`config.mk`:
```
export PLATFORM = sky130hd
export DESIGN_NAME = udt_state_arbiter
export DESIGN_NICKNAME = d
export VERILOG_FILES = /design/src/rtl/udt_state_arbiter.sv
export SDC_FILE = /design/constraint.sdc
export NUM_CORES = 1
export LEC_CHECK = 0
export ABC_AREA = 1
export BUFFER_PORTS_ARGS = -buffer_cell sky130_fd_sc_hd__buf_2
export CORE_MARGIN = 5
export CORE_UTILIZATION = 43
export DETAILED_ROUTE_END_ITERATION = 10
export HOLD_SLACK_MARGIN = 0.12
export PLACE_DENSITY = 0.89
export SYNTH_ARGS = -nofsm -noshare
export SYNTH_HDL_FRONTEND = slang
export SYNTH_SLANG_ARGS = --single-unit
```
`constraint.sdc`:
```
create_clock -name core_clk -period 2.25 [get_ports core_clk]
set_input_delay 0.45 -clock core_clk [delete_from_list [all_inputs] [get_ports core_clk]]
set_output_delay 0.45 -clock core_clk [all_outputs]
set_load 0.02 [all_outputs]
```
`src/rtl/udt_state_arbiter.sv`:
```
`timescale 1ns/1ps
`default_nettype none
// ============================================================================
//  Module      : udt_state_arbiter
//  Description : Shared UDT connection-state register. Several writers
//                propose new state words through an arbitrated valid/ready
//                port; every committed word is broadcast to several readers,
//                each with its own valid/ready channel and sticky overrun flag.
//  Revision    : 1.0  initial release
// ============================================================================
module udt_state_arbiter #(
    parameter int               WR_NUM      = 3,
    parameter int               RD_NUM      = 2,
    parameter int               WIDTH       = 32,
    parameter int               ARB_MODE    = 0,
    parameter int               BLOCKING    = 0,
    parameter logic [WIDTH-1:0] RESET_VALUE = '0
) (
    input  logic                    core_clk,
    input  logic                    core_rst,
    input  logic [WR_NUM*WIDTH-1:0] value_i,
    input  logic [WR_NUM-1:0]       valid_i,
    output logic [WR_NUM-1:0]       ready_o,
    output logic [WIDTH-1:0]        value_o,
    output logic [RD_NUM-1:0]       valid_o,
    input  logic [RD_NUM-1:0]       ready_i,
    output logic [RD_NUM-1:0]       overrun_o,
    output logic [15:0]             commit_cnt_o
);

    // A single writer still needs a one-bit pointer/index field
    localparam int PTR_W = (WR_NUM > 1) ? $clog2(WR_NUM) : 1;

    logic [PTR_W-1:0]  ptr;
    logic [PTR_W-1:0]  next_ptr;
    logic [PTR_W-1:0]  winner;
    logic              found;
    logic              can_write;
    logic [WR_NUM-1:0] grant;
    logic              commit;
    logic [WIDTH-1:0]  win_value;
    logic [RD_NUM-1:0] overrun_set;

    // In blocking mode a new word may only be written once every reader has
    // consumed the previous one
    always_comb begin
        can_write = (BLOCKING == 0) || (valid_o == '0);
    end

    // Pick the winning requester: lowest index, or first at/after ptr
    always_comb begin
        found  = 1'b0;
        winner = '0;
        grant  = '0;
        for (int n = 0; n < WR_NUM; n++) begin
            int idx;
            idx = n;
            if (ARB_MODE == 1) begin
                idx = int'(ptr) + n;
                if (idx >= WR_NUM) begin
                    idx = idx - WR_NUM;
                end
            end
            if (!found && valid_i[PTR_W'(idx)]) begin
                found  = 1'b1;
                winner = PTR_W'(idx);
            end
        end
        // No grant is ever visible while reset is held
        if (found && can_write && !core_rst) begin
            grant[winner] = 1'b1;
        end
    end

    // Grant outputs, commit strobe, granted word and round-robin successor
    always_comb begin
        ready_o   = grant;
        commit    = |grant;
        win_value = '0;
        for (int k = 0; k < WR_NUM; k++) begin
            win_value = win_value | (value_i[k*WIDTH +: WIDTH] & {WIDTH{grant[k]}});
        end
        if (int'(winner) == WR_NUM - 1) begin
            next_ptr = '0;
        end else begin
            next_ptr = winner + 1'b1;
        end
    end

    // A reader misses an update when a new word lands on an unconsumed one
    always_comb begin
        overrun_set = '0;
        if (BLOCKING == 0 && commit) begin
            overrun_set = valid_o & ~ready_i;
        end
    end

    // State word, commit counter and round-robin pointer
    always_ff @(posedge core_clk or posedge core_rst) begin
        if (core_rst) begin
            value_o      <= RESET_VALUE;
            commit_cnt_o <= '0;
            ptr          <= '0;
        end else if (commit) begin
            value_o      <= win_value;
            commit_cnt_o <= commit_cnt_o + 16'd1;
            if (ARB_MODE == 1) begin
                ptr <= next_ptr;
            end
        end
    end

    // Per-reader notify and sticky overrun; a commit outranks a same-cycle ack
    always_ff @(posedge core_clk or posedge core_rst) begin
        if (core_rst) begin
            valid_o   <= '0;
            overrun_o <= '0;
        end else begin
            valid_o   <= commit ? {RD_NUM{1'b1}} : (valid_o & ~ready_i);
            overrun_o <= overrun_o | overrun_set;
        end
    end

endmodule
`default_nettype wire

```
Word level (Yosys, flattened, before mapping)
Cells that the tools add are included.
{ "totals": {"register_bits": 52, "in_bits": 103, "output_inout_bits": 55, "wordCells": 29} }
{ "op_classes": {"n_addsub": 1, "magnitude_cmp": 2, "muxes": 8, "bitwise_logic": 8, "n_reduce_logical": 6} }
{ "ops": {"columns": ["op", "n"], "rows": [
  ["bitwise AND 32 bit", 3],
  ["bitwise OR 32 bit", 2],
  ["adder 16 x 1 -> 16 bit, second input constant", 1],
  ["two-way mux 1 bit", 4],
  ["two-way mux 2 bit", 2],
  ["logical AND 1 bit", 3],
  ["less-than comparator 2 x 3 -> 1 bit, second input constant", 1],
  ["two-way mux 3 bit", 1],
  ["OR reduction 3 bit", 1],
  ["bitwise AND 2 bit", 1],
  ["demux 1 bit (select 2 bit)", 1],
  [">= comparator 2 x 1 -> 1 bit, second input constant", 1],
  ["zero test 1 bit", 2],
  ["NOT 2 bit", 1],
  ["bitwise OR 2 bit", 1]
]} }

Longest topological paths before layout
Gate-level depths: netlist of run 1.
{ "depth": {"ltp_word": 12, "ltp_mapped": 8, "ltp_nobuf": 8} }

Least setup slack after synthesis of run 1
No wires, ideal clock.
{ "synth_path": {"path_kind": "input to output", "from": "input core_rst", "to": "output ready_o[0]", "arrival_time_ns": 1.633, "required_time_ns": 1.800, "path_slack_ns": 0.167, "path_stages": 4, "n_path_buf": 1, "path_cell_list": "inv_2 -> o21ai_4 -> nor2_4 -> buf_6"} }
{ "synth_between": {"elab_chain_cells": 3} }
{ "synth_rtl": {"columns": ["item", "line", "text"], "rows": [
  ["start, declared", "20", "input logic core_rst,"],
  ["zero test 1 bit (no line)", null, null],
  ["logical AND 1 bit", "70", "if (found && can_write && !core_rst) begin"],
  ["two-way mux 3 bit", "70", null],
  ["end, declared", "23", "output logic [WR_NUM-1:0] ready_o,"]
]} }
Every way passes these cells.

Final worst setup path of run 1
{ "layout_path": {"from": "input valid_i[1]", "to": "output ready_o[0]"} }
{ "layout_between": {"elab_chain_cells": 7, "word_cells_on_any_way": 10, "cone_classes": "order compare: 2; mux: 5; reduce/logical: 3"} }
{ "layout_rtl": {"columns": ["item", "line", "text"], "rows": [
  ["start, declared", "22", "input logic [WR_NUM-1:0] valid_i,"],
  ["logical AND 1 bit *", "64", "if (!found && valid_i[PTR_W'(idx)]) begin"],
  ["two-way mux 1 bit", "64", null],
  ["less-than comparator 2 x 3 -> 1 bit (not written as such) / >= comparator 2 x 1 -> 1 bit (equally long branches)", "71", "grant[winner] = 1'b1;"],
  ["logical AND 1 bit (not written as such)", "71", null],
  ["two-way mux 1 bit (not written as such)", "71", null],
  ["demux 1 bit (select 2 bit)", "71", null],
  ["two-way mux 3 bit *", "70", null]
]} }
Every way passes the cells marked *; elsewhere a longest branch is shown, timed or not.

==> results of run 1 <==
[cell type report]
| cell class | instances | area [µm²] |
|---|---|---|
| Clock buffer | 5 | 68.8 |
| Clock inverter | 2 | 60.1 |
| Fill cell | 523 | 2310 |
| Inverter | 22 | 82.6 |
| Multi-Input combinational cell | 212 | 1010 |
| Sequential cell | 52 | 1300 |
| Tap cell | 72 | 90.1 |
| Timing Repair Buffer | 128 | 653 |
[cells by family after synthesis]
family / Yosys count / share of synthesized area
compound gates: 7 / 0.0205
xor+xnor: 9 / 0.0345
fa+ha+maj: 1 / 0.00500
buf+inv: 33 / 0.0755
flops: 52 / 0.520
other cells: 1 / 0.00150
simple gates: 194 / 0.343
[where the power goes]
part	switching (mW)	internal [mW]
Clock	0.303	0.438
Combinational	0.438	0.252
Sequential	0.111	1.07
Total	0.853	1.76
[cells in the final DEF (no fill, tap or decap)]
master	count
inv_1	20
dfrtp_1	52
nor3_1	2
conb_1	1
ha_1	1
o31ai_1	1
nand2_1	129
nor2_4	3
o21ai_4	1
nor2_1	11
nand2_2	1
nor2_8	1
nand3b_1	1
nor3_4	1
nand4_1	1
o21ai_0	3
bufinv_16	2
nor2_2	4
xor2_2	1
inv_2	2
o21bai_1	1
clkbuf_8	5
o21ai_1	1
buf_2	123
nand3_1	39
xor2_1	4
buf_4	5
xnor2_1	4
nand2_4	1
[routing by layer]
| layer | vias to the layer above | share of wire | GRT usage | routed length, µm |
|---|---|---|---|---|
| li1 | 1168 | - | - | - |
| met4 | 0 | 0.016 | 0.0666 | 100 |
| met2 | 89 | 0.51 | 0.315 | 3160 |
| met5 | - | 0 | 0 | 0 |
| met3 | 8 | 0.079 | 0.0342 | 497 |
| met1 | 1069 | 0.40 | 0.204 | 2500 |
[stage by stage]
step / hold slack, ns / std cells / area [µm²] / setup slack (ns) / power (mW)
final: 0.345 / 493 / 3270 / 0.729 / 2.62
after floorplan: 0.533 / 297 / 2500 / 0.167 / 1.63
after detailed placement: 0.462 / 486 / 3140 / 0.692 / 1.91
after global routing: 0.332 / 493 / 3270 / 0.694 / 2.76
after CTS: 0.331 / 493 / 3270 / 0.721 / 2.65
after global placement: 0.442 / 486 / 3140 / 0.709 / 1.88
[critical path: cells and delay by family]
| kind | cells | cell delay [ns] |
|---|---|---|
| buffers and inverters | 3 | 0.36 |
| and+or+nand+nor | 2 | 0.24 |
[worst min path at each step]
stage / from / end / slack [ns] / cells past startpoint
final: value_i[31] / value_o[31] / 0.35 / 3
after global placement: overrun_o[0] / overrun_o[0] / 0.44 / 2
after detailed placement: overrun_o[0] / overrun_o[0] / 0.46 / 2
after global routing: ready_i[0] / overrun_o[0] / 0.33 / 2
after CTS: ready_i[0] / overrun_o[0] / 0.33 / 2
after floorplan: core_rst / commit_cnt_o[0] / 0.53 / 1
[state kept, by name, summed over array words and instances, names as in the netlist]
register and flops:
value_o 32, commit_cnt_o 16, overrun_o 2, valid_o 2
==> summary.md, run 1 <==
| Metric | Value |
|---|---|
| Std cell rows | 27 |
| Vias in the first global route | ~2400 |
| Cells on worst reg2reg path | 6 |
| Syn_nets | around 400 |
| Crit path arrival time | 1.07 ns |
| Crit Path Max Fanout | 3 |
| CTS clk-pin slew, worst paths | 0.10 ns |
| Clk root buf | clkbuf_8 |
| Crit Reg-Reg Endpoint | commit_cnt_o[12] |
| Critical Path RT | 1.80 ns |
| Largest net degree at the start of global routing | 53 |
| Ports | 158 |
| Total core area | 5570 µm² |
| Post-synth top cells | nand2_1 (129), dfrtp_1 (52), nand3_1 (39) |
| Layout overhead on the synthesized area | 30.6% |
| Mean Syn Cell Area | 8.42 µm² |
| RSZ-0062 raised after global routing | no |
| Max incr delay on CP | 0.17 ns |
| CTS Buffer Depth | 2 |
| Main synth FF type | dfrtp_1 |
| Number of enable flip-flop cells after synthesis | 0 |
| Slowest-stage cell, CP | nor2_1 |
| Worst Setup SP | valid_i[1] |
| Unique masters post-synth | 29 |
| Skew final | a little under 0.001 ns |
| Max Slew Vio Count | 0 |
| TritonCTS clock tree | built |
| Ys async rst share | 1.00 |
| Netlist Area Pre-Place | 2500 µm² |
| Die Y | 86.3 µm |
| Finish-stage setup viols | 0 |
| Port bufs | 123 |
| Crit end category | primary output |
| Total GRT Usage | 0.175 |
| Avg WL per Cell | 12.7 µm |
| Final TNS setup | 0 ns |
| Post-CTS resize count | 0 |
| Final nets | between 500 and 600 |
| Die area | 7440 µm² |
| YS warnings | 0 |
| Worst r2r src | commit_cnt_o[1] |
| Initial antenna violation count | 0 |
| Hold_buf cts | 0 |
| Die width | 86.3 µm |
| GP Congestion | 0.806 |
| Total grt overflow | 0 |
| Routed Antenna Nets | 0 |
| Biggest area consumer among synthesized cells | dfrtp_1 |
| Relative max-transition margin | 0.568 |
| Lkg Pwr | 1.84 nW |
| Area contributors post-synth | dfrtp_1 (52%), nand2_1 (19%), nand3_1 (7.8%) |
| Fraction of layout cells with a size suffix above 1 | 0.356 |
| Most Frequent Cell on Critical Path | buf_2 |
| DRC Markers | 0 |
| First-pass GRT wire length | 10.5 mm |
| Initial DRC Count | 62 |
| CP Class | input port to primary output |
| H-tree levels | 2 |
| Clock latency on the worst-skew pair | 0.30 ns |
| Highest clock rate | around 660 MHz |
| Overall via count from detail_route | 2334 |
| First-pass detailed-route iteration total | 4 |
| Least-Margin Pin Slew | between 0.6 and 0.7 ns |
| Fin crit period | 1.52 ns |
| Outcome | completed |
| Syn Inst Count | 297 |
| CTS buffer count | 5 |
| Crit-path cells | buf_2 -> inv_2 -> nor2_1 -> nor2_4 -> buf_2 |
| Yosys reg bits | 52 |
| Diode count | 0 |
| Worst VDD drop | roughly 0.36 mV |
| Final core occ | 0.586 |
| Clock sink total | between 50 and 60 |
| Sequential area share after synthesis | 0.520 |
| Top-count cell post-synth | nand2_1 |
| Routed wire length | 6.26 mm |
| Pwr dens | 801 nW/µm² |
| Worst setup SP type | input port |
| Placed wire-length estimate | 4.83 mm |
| Post-CTS setup buffer count | 0 |
| Hold crit path type | input port to register |
| R2r setup slk | 0.90 ns |
| Top cell type's share of synthesized area | 0.520 |
| Crit path capture | ready_o[0] |
| Final period utilization | 0.676 |
| Final hold violations | 0 |
| Routed vias/inst | 4.73 |
| MaxCap Viol Count | 0 |
| Starting Density | 0.449 |
Note: power is estimated with default switching activity, not from simulation.
==> run 2, diff against run 1 <==
--- a/config.mk
+++ b/config.mk
@@ -5,13 +5,13 @@
 export SDC_FILE = /design/constraint.sdc
 export NUM_CORES = 1
 export LEC_CHECK = 0
-export ABC_AREA = 1
+export ABC_AREA = 0
 export BUFFER_PORTS_ARGS = -buffer_cell sky130_fd_sc_hd__buf_2
 export CORE_MARGIN = 5
-export CORE_UTILIZATION = 43
+export CORE_UTILIZATION = 42
 export DETAILED_ROUTE_END_ITERATION = 10
 export HOLD_SLACK_MARGIN = 0.12
-export PLACE_DENSITY = 0.89
+export PLACE_DENSITY = 0.87
 export SYNTH_ARGS = -nofsm -noshare
 export SYNTH_HDL_FRONTEND = slang
 export SYNTH_SLANG_ARGS = --single-unit
==> constraint.sdc (replaced) <==
create_clock -name core_clk -period 1.5 [get_ports core_clk]
set_input_delay 0.3 -clock core_clk [delete_from_list [all_inputs] [get_ports core_clk]]
set_output_delay 0.3 -clock core_clk [all_outputs]
set_load 0.02 [all_outputs]
==> run 2 against run 1 <==
- worst setup slack worse by 0.57 ns
- clock skew is 0.0081 ns higher
- utilization is 0.74 points lower
- sequential cell count stayed put
- largest power group unchanged
- critical endpoint is now commit_cnt_o[12]
- via count is 0.26% higher
- die area is 1.4% higher
- combinational power is 65% higher
- sequential share of layout area is 1.4 points lower
- critical path depth is 1 lower
- hold slack worse by 0.12 ns
==> summary.md, run 2 <==
| Metric | Value |
|---|---|
| Skew final | 0.00906 ns (+0.00809 ns) |
| Pwr dens | 1170 nW/µm² (+46%) |
| Netlist Area Pre-Place | 2480 µm² (-0.75%) |
| First-pass GRT wire length | 11.0 mm (+4.5%) |
| Clock latency on the worst-skew pair | 0.30 ns (about the same) |
| Non-filler cells, final | 452 (-8.3%) |
| P_int | 2.67 mW (+52%) |
| Crit Path Max Fanout | 6 (+3) |
| Clock sink total | 52 (unchanged) |
| MaxCap Viol Count | 0 (unchanged) |
| RSZ-0062 raised after global routing | no |
| Biggest area consumer among synthesized cells | dfrtp_1 |
| CTS buffer count | 5 (unchanged) |
| Finish-stage setup viols | 0 (unchanged) |
| Sw Pwr | 1.28 mW (+50%) |
| Total GRT Usage | 0.180 (+0.00553) |
| Total core area | 5850 µm² (+5.0%) |
| Final WS setup | 0.156 ns (-0.573 ns) |
| Initial DRC Count | 45 (-27%) |
| Starting Density | 0.424 (-0.0244) |
| CP Class | register to register |
| DRC Markers | 0 (unchanged) |
| Critical Path RT | 1.68 ns (-0.12 ns) |
| Die Y | 86.9 µm (+0.71%) |
| Vias in the first global route | 2408 (+2.4%) |
| Port bufs | 123 (unchanged) |
| TritonCTS clock tree | built |
| Std cell rows | 28 (+3.7%) |
| Routed wire length | 6.74 mm (+7.7%) |
| Fraction of layout cells with a size suffix above 1 | 0.416 (+0.0602) |
| Overall via count from detail_route | 2340 (+0.26%) |
| Avg WL per Cell | 14.9 µm (+18%) |
| Highest clock rate | 744 MHz |
| GP Congestion | 0.757 (-6.1%) |
| Syn Inst Count | 247 (-17%) |
| Lkg Pwr | 1.66 nW (-9.9%) |
| Total grt overflow | 0 (unchanged) |
| Clk root buf | clkbuf_8 |
| Syn_nets | 351 (-12%) |
| Top-count cell post-synth | dfrtp_1 |
| Post-layout instance area | 3390 µm² (+3.6%) |
| Most flop-heavy register | value_o |
| Mean Syn Cell Area | 10.1 µm² (+19%) |
| Die area | 7550 µm² (+1.4%) |
| Routed Antenna Nets | 0 (unchanged) |
| Post-CTS setup buffer count | 0 (unchanged) |
| Final core occ | 0.579 (-0.00738) |
| Outcome | completed |
| Max Slew Vio Count | 0 (unchanged) |
| Max FFs per register | 32 (unchanged) |
| Post-synth top cells | dfrtp_1 (52), a22oi_1 (32), o21ai_0 (29) |
| Sequential area share after synthesis | 0.524 (+0.00393) |
| Most common cell after layout, fill and taps aside | buf_2 |
| Hold_buf cts | 1 (+1) |
| Area contributors post-synth | dfrtp_1 (52%), a22oi_1 (9.7%), o21ai_0 (5.8%) |
| First-pass detailed-route iteration total | 4 (unchanged) |
| CTS clk-pin slew, worst paths | 0.09 ns (about the same) |
| Worst setup SP type | register |
| Main synth FF type | dfrtp_1 |
| Cell Area, Placed | 3250 µm² (+3.5%) |
| Placed wire-length estimate | 5.09 mm (+5.5%) |
| Initial antenna violation count | 0 (unchanged) |
| Diode count | 0 (unchanged) |
| Final period utilization | 0.896 |
| H-tree levels | 2 (unchanged) |
| Number of enable flip-flop cells after synthesis | 0 (unchanged) |
| Worst VDD drop | 0.551 mV (+52%) |
| Post-placement setup slack | 0.101 ns (-0.590 ns) |
| Seq pwr share | 0.449 (-0.004) |
| Filler cell count | 514 (-1.7%) |
| Hold crit path type | input port to register |
| Crit end category | register |
| Final TNS setup | 0 ns (unchanged) |
| Most frequent cells in the layout | buf_2 (123), dfrtp_1 (52), a22oi_1 (32), o21ai_0 (28), a21oi_1 (23) |
| YS warnings | 0 (unchanged) |
| Top flop regs | value_o (32), commit_cnt_o (16) |
| Layout overhead on the synthesized area | 36.4% |
| Yosys reg bits | 52 (unchanged) |
| Routed vias/inst | 5.18 (+9.4%) |
| Die width | 86.9 µm (+0.71%) |
| Largest net degree at the start of global routing | 30 (-43%) |
| Unique masters post-synth | 28 (-3.4%) |
| Sw frac | 0.324 (-0.00248) |
| Final hold violations | 0 (unchanged) |
| Crit path arrival time | 1.52 ns (+0.45 ns) |
| Ports | 158 (unchanged) |
| Post-CTS resize count | 0 (unchanged) |
| Final nets | 480 (-8.6%) |
| Top cell type's share of synthesized area | 0.524 (+0.00393) |
| Fin crit period | approximately 1.3 ns |
| Power share of the clock group | 0.261 (-0.022) |
| Placed insts | 443 (-8.8%) |
| Ys async rst share | 1.00 (unchanged) |
| Comb power frac | 0.289 (+0.025) |
| CTS Buffer Depth | 2 (unchanged) |
run 2: cell types whose count changed after synthesis, moves of 10 or more:
cell,delta
nor2_1,-10
a22oi_1,+32
nor2b_1,+22
nand3_1,-36
inv_1,-19
nand2_1,-108
o21ai_0,+26
a21oi_1,+23
run 2: final cells by class:
class                   instances  area [µm²]  share of cell area
flip-flops and latches         52        1300               0.384
multi-input cells             174        1080               0.320
repair buffers                142         773               0.228
clock buffers                   7        96.3              0.0285
well taps                      75        93.8              0.0277
clock inverters                 1        30.0             0.00887
inverters                       1        7.51             0.00222
run 2: through the flow:
stage / power (mW) / hold slack [ns]
6_report: 3.95 / 0.228
5_1_grt: 4.16 / 0.226
4_1_cts: 4.00 / 0.215
3_5_place_dp: 2.96 / 0.360
3_3_place_gp: 2.91 / 0.357
2_1_floorplan: 2.47 / 0.439
run 2: final timing paths:
kind | start | slack [ns] | end | cells past startpoint
setup / recovery | commit_cnt_o[0] | 0.16 | commit_cnt_o[12] | 4
hold reg to reg | overrun_o[1] | 0.48 | overrun_o[1] | 1
min in group asynchronous | core_rst | 0.24 | value_o[30] | 4
setup reg to reg | commit_cnt_o[0] | 0.16 | commit_cnt_o[12] | 4
max in group asynchronous | core_rst | 0.71 | value_o[24] | 4
hold / removal | value_i[4] | 0.23 | value_o[4] | 3
run 2: cells by family after synthesis:
| logic type | Yosys count | share of synthesized area |
|---|---|---|
| compound gates | 91 | 0.222 |
| xor+xnor | 15 | 0.0529 |
| fa+ha+maj | 1 | 0.00504 |
| buf+inv | 21 | 0.0428 |
| flops | 52 | 0.524 |
| other cells | 1 | 0.00151 |
| simple gates | 66 | 0.151 |
run 2: worst max-delay path, stage by stage, from the launching register on:
cell and delay (ns):
dfrtp_1 0.44, ha_1 0.19, and4_1 0.35, nand2_1 0.11, xnor2_1 0.14
run 2: metal layers:
metal  part of all wire  global-route usage  wire [µm]  vias to the layer above
li1                   -                   -          -                     1129
met1               0.43               0.224       2870                     1127
met3              0.063              0.0426        426                        4
met5                  0                   0          0                        -
met2               0.51               0.320       3420                       80
met4             0.0037              0.0326         25                        0
run 2: power by group through the flow:
stage          registers, mW  clock network [mW]  logic (mW)
3_5_place_dp            1.80                   0        1.16
6_report                1.78                1.03        1.14
5_1_grt                 1.81                1.11        1.25
4_1_cts                 1.78                1.06        1.16
3_3_place_gp            1.79                   0        1.12
2_1_floorplan           2.07                   0       0.397
==> run 3, diff against run 2 <==
--- a/config.mk
+++ b/config.mk
@@ -8,10 +8,10 @@
 export ABC_AREA = 0
 export BUFFER_PORTS_ARGS = -buffer_cell sky130_fd_sc_hd__buf_2
 export CORE_MARGIN = 5
-export CORE_UTILIZATION = 42
+export CORE_UTILIZATION = 35
 export DETAILED_ROUTE_END_ITERATION = 10
 export HOLD_SLACK_MARGIN = 0.12
-export PLACE_DENSITY = 0.87
+export PLACE_DENSITY = 0.76
 export SYNTH_ARGS = -nofsm -noshare
 export SYNTH_HDL_FRONTEND = slang
 export SYNTH_SLANG_ARGS = --single-unit
==> constraint.sdc (replaced) <==
create_clock -name core_clk -period 1.4 [get_ports core_clk]
set_input_delay 0.28 -clock core_clk [delete_from_list [all_inputs] [get_ports core_clk]]
set_output_delay 0.28 -clock core_clk [all_outputs]
set_load 0.02 [all_outputs]
==> run 3 against run 2 <==
- combinational power rose by 14%
- clock-buffer cell count fell by 1
- worst setup slack got worse by 0.082 ns
- clock power rose by 4%
- clock skew fell by 0.0075 ns
- largest power group unchanged
- total power rose by 7.7%
- critical path depth did not move
==> summary.md, run 3 (synthesis gave the netlist of run 2 again) <==
| Metric | Value |
|---|---|
| Final core occ | 0.506 (-0.0723) |
| Routed wire length | 7.04 mm (+4.4%) |
| Final period utilization | 0.947 (+0.0515) |
| Avg WL per Cell | 14.7 µm (-1.5%) |
| Worst setup SP type | register |
| Highest clock rate | 754 MHz (+1.3%) |
| Max incr delay on CP | 0.43 ns (about the same) |
| Port bufs | 123 (unchanged) |
| Diode count | 0 (unchanged) |
| Post-CTS resize count | 0 (unchanged) |
| Slowest-stage cell, CP | dfrtp_1 |
| Crit path arrival time | 1.52 ns (about the same) |
| Layout overhead on the synthesized area | 39.4% |
| Largest net degree at the start of global routing | 33 (+10%) |
| Grt met2 use | 0.284 (-0.0365) |
| First-pass detailed-route iteration total | 4 (unchanged) |
| Ports | 158 (unchanged) |
| Hold crit path type | input port to async pin |
| Worst VDD drop | 0.600 mV (+8.9%) |
| First-pass GRT wire length | 11.6 mm (+6.1%) |
| Total GRT Usage | 0.166 (-0.0146) |
| GRT met3 Usage | 0.0409 (-0.00171) |
| Max Slew Vio Count | 0 (unchanged) |
| Non-filler cells, final | 479 (+6.0%) |
| Starting Density | 0.363 (-0.0609) |
| DRC Markers | 0 (unchanged) |
| Finish-stage setup viols | 0 (unchanged) |
| Die width | 94.2 µm (+8.4%) |
| Max FFs per register | 32 (unchanged) |
| Clock sink total | 52 (unchanged) |
| Skew final | 0.00158 ns (-0.00748 ns) |
| Placed insts | 471 (+6.3%) |
| Buf/Inv on CP | 1 (+1) |
| Die area | 8880 µm² (+18%) |
| Routed Antenna Nets | 0 (unchanged) |
| Met1 Use GR | 0.208 (-0.0166) |
| Total core area | 6830 µm² (+17%) |
| CTS clk-pin slew, worst paths | 0.09 ns (about the same) |
| H-tree levels | 2 (unchanged) |
| Initial antenna violation count | 0 (unchanged) |
| RSZ-0062 raised after global routing | no |
| Overall via count from detail_route | 2304 (-1.5%) |
| Most Crowded Layer GR | met2 |
| Top flop regs | value_o (32), commit_cnt_o (16) |
| Crit-path cells | ha_1 -> and4_2 -> buf_4 -> xor2_1 |
| CTS buffer count | 5 (unchanged) |
| Hold WS | 0.164 ns (-0.0644 ns) |
| Critical path's top delay family | flip-flops |
| Fraction of layout cells with a size suffix above 1 | 0.433 (+0.0170) |
| Crit Path Max Fanout | 6 (unchanged) |
| Initial DRC Count | 69 (+53%) |
| Final nets | 486 (+1.3%) |
| Most frequent cells in the layout | buf_2 (123), dfrtp_1 (52), a22oi_1 (32), o21ai_0 (28), buf_4 (24) |
| Most common cell after layout, fill and taps aside | buf_2 |
| Routed vias/inst | 4.81 (-7.1%) |
| CTS Buffer Depth | 2 (unchanged) |
| Std cell rows | 30 (+7.1%) |
| Critical Path RT | 1.60 ns (-0.08 ns) |
| Clock latency on the worst-skew pair | 0.30 ns (about the same) |
| Cell Area, Placed | 3330 µm² (+2.4%) |
| MaxCap Viol Count | 0 (unchanged) |
| Final TNS setup | 0 ns (unchanged) |
| Pwr dens | 1230 nW/µm² (+5.4%) |
| Filler cell count | 674 (+31%) |
| Post-layout instance area | 3460 µm² (+2.2%) |
| Final hold violations | 0 (unchanged) |
| Lkg Pwr | 1.70 nW (+2.8%) |
| Crit end category | register |
| TritonCTS clock tree | built |
| CP Class | register to register |
| Most flop-heavy register | value_o |
| Post-CTS setup buffer count | 0 (unchanged) |
| Vias in the first global route | 2434 (+1.1%) |
| Clk root buf | clkbuf_8 |
| Fin crit period | 1.33 ns (-0.0175 ns) |
| GP Congestion | 0.782 (+3.3%) |
| Outcome | completed |
| Die Y | 94.2 µm (+8.4%) |
| Placed wire-length estimate | 5.43 mm (+6.6%) |
| Total grt overflow | 0 (unchanged) |
| Hold_buf cts | 0 (-1) |
==> run 3: area by class of cell <==
class,count,area [µm²],share of cell area
clock buffers,6,82.6,0.0239
clock inverters,2,38.8,0.0112
inverters,1,7.51,0.00217
multi-input cells,174,1090,0.316
flip-flops and latches,52,1300,0.376
well taps,96,120,0.0347
repair buffers,148,816,0.236
==> run 3: worst paths after layout <==
kind | slack, ns | startpoint | endpoint | cells past startpoint
setup reg to reg | 0.07 | commit_cnt_o[0] | commit_cnt_o[4] | 4
max in group asynchronous | 0.79 | core_rst | value_o[13] | 4
hold / removal | 0.16 | core_rst | value_o[0] | 4
min in group core_clk | 0.20 | value_i[6] | value_o[6] | 3
setup / recovery | 0.07 | commit_cnt_o[0] | commit_cnt_o[4] | 4
hold reg to reg | 0.47 | commit_cnt_o[15] | commit_cnt_o[15] | 1
==> run 3: worst min-delay path, stage by stage <==
cell	delay [ns]
buf_2	0.12
buf_4	0.15
clkinvlp_4	0.09
buf_4	0.16
==> run 3: metrics by stage <==
step | worst slack [ns] | power [mW]
final | 0.0736 | 4.26
after CTS | 0.0586 | 4.33
after detailed placement | 0.0234 | 3.23
after global placement | 0.0390 | 3.19
after global routing | 0.000852 | 4.55
after floorplan | -0.419 | 2.64
==> run 3: where the power goes <==
group / switching (mW) / internal, mW / total, mW
clock: 0.486 / 0.585 / 1.07
sequential: 0.166 / 1.72 / 1.89
combinational: 0.745 / 0.553 / 1.30
total: 1.40 / 2.86 / 4.26
==> run 3: layer usage <==
metal / part of all wire / vias up
met2: 0.50 / 74
met5: 0 / -
met1: 0.42 / 1082
met3: 0.071 / 6
met4: 0.0078 / 0
li1: - / 1142
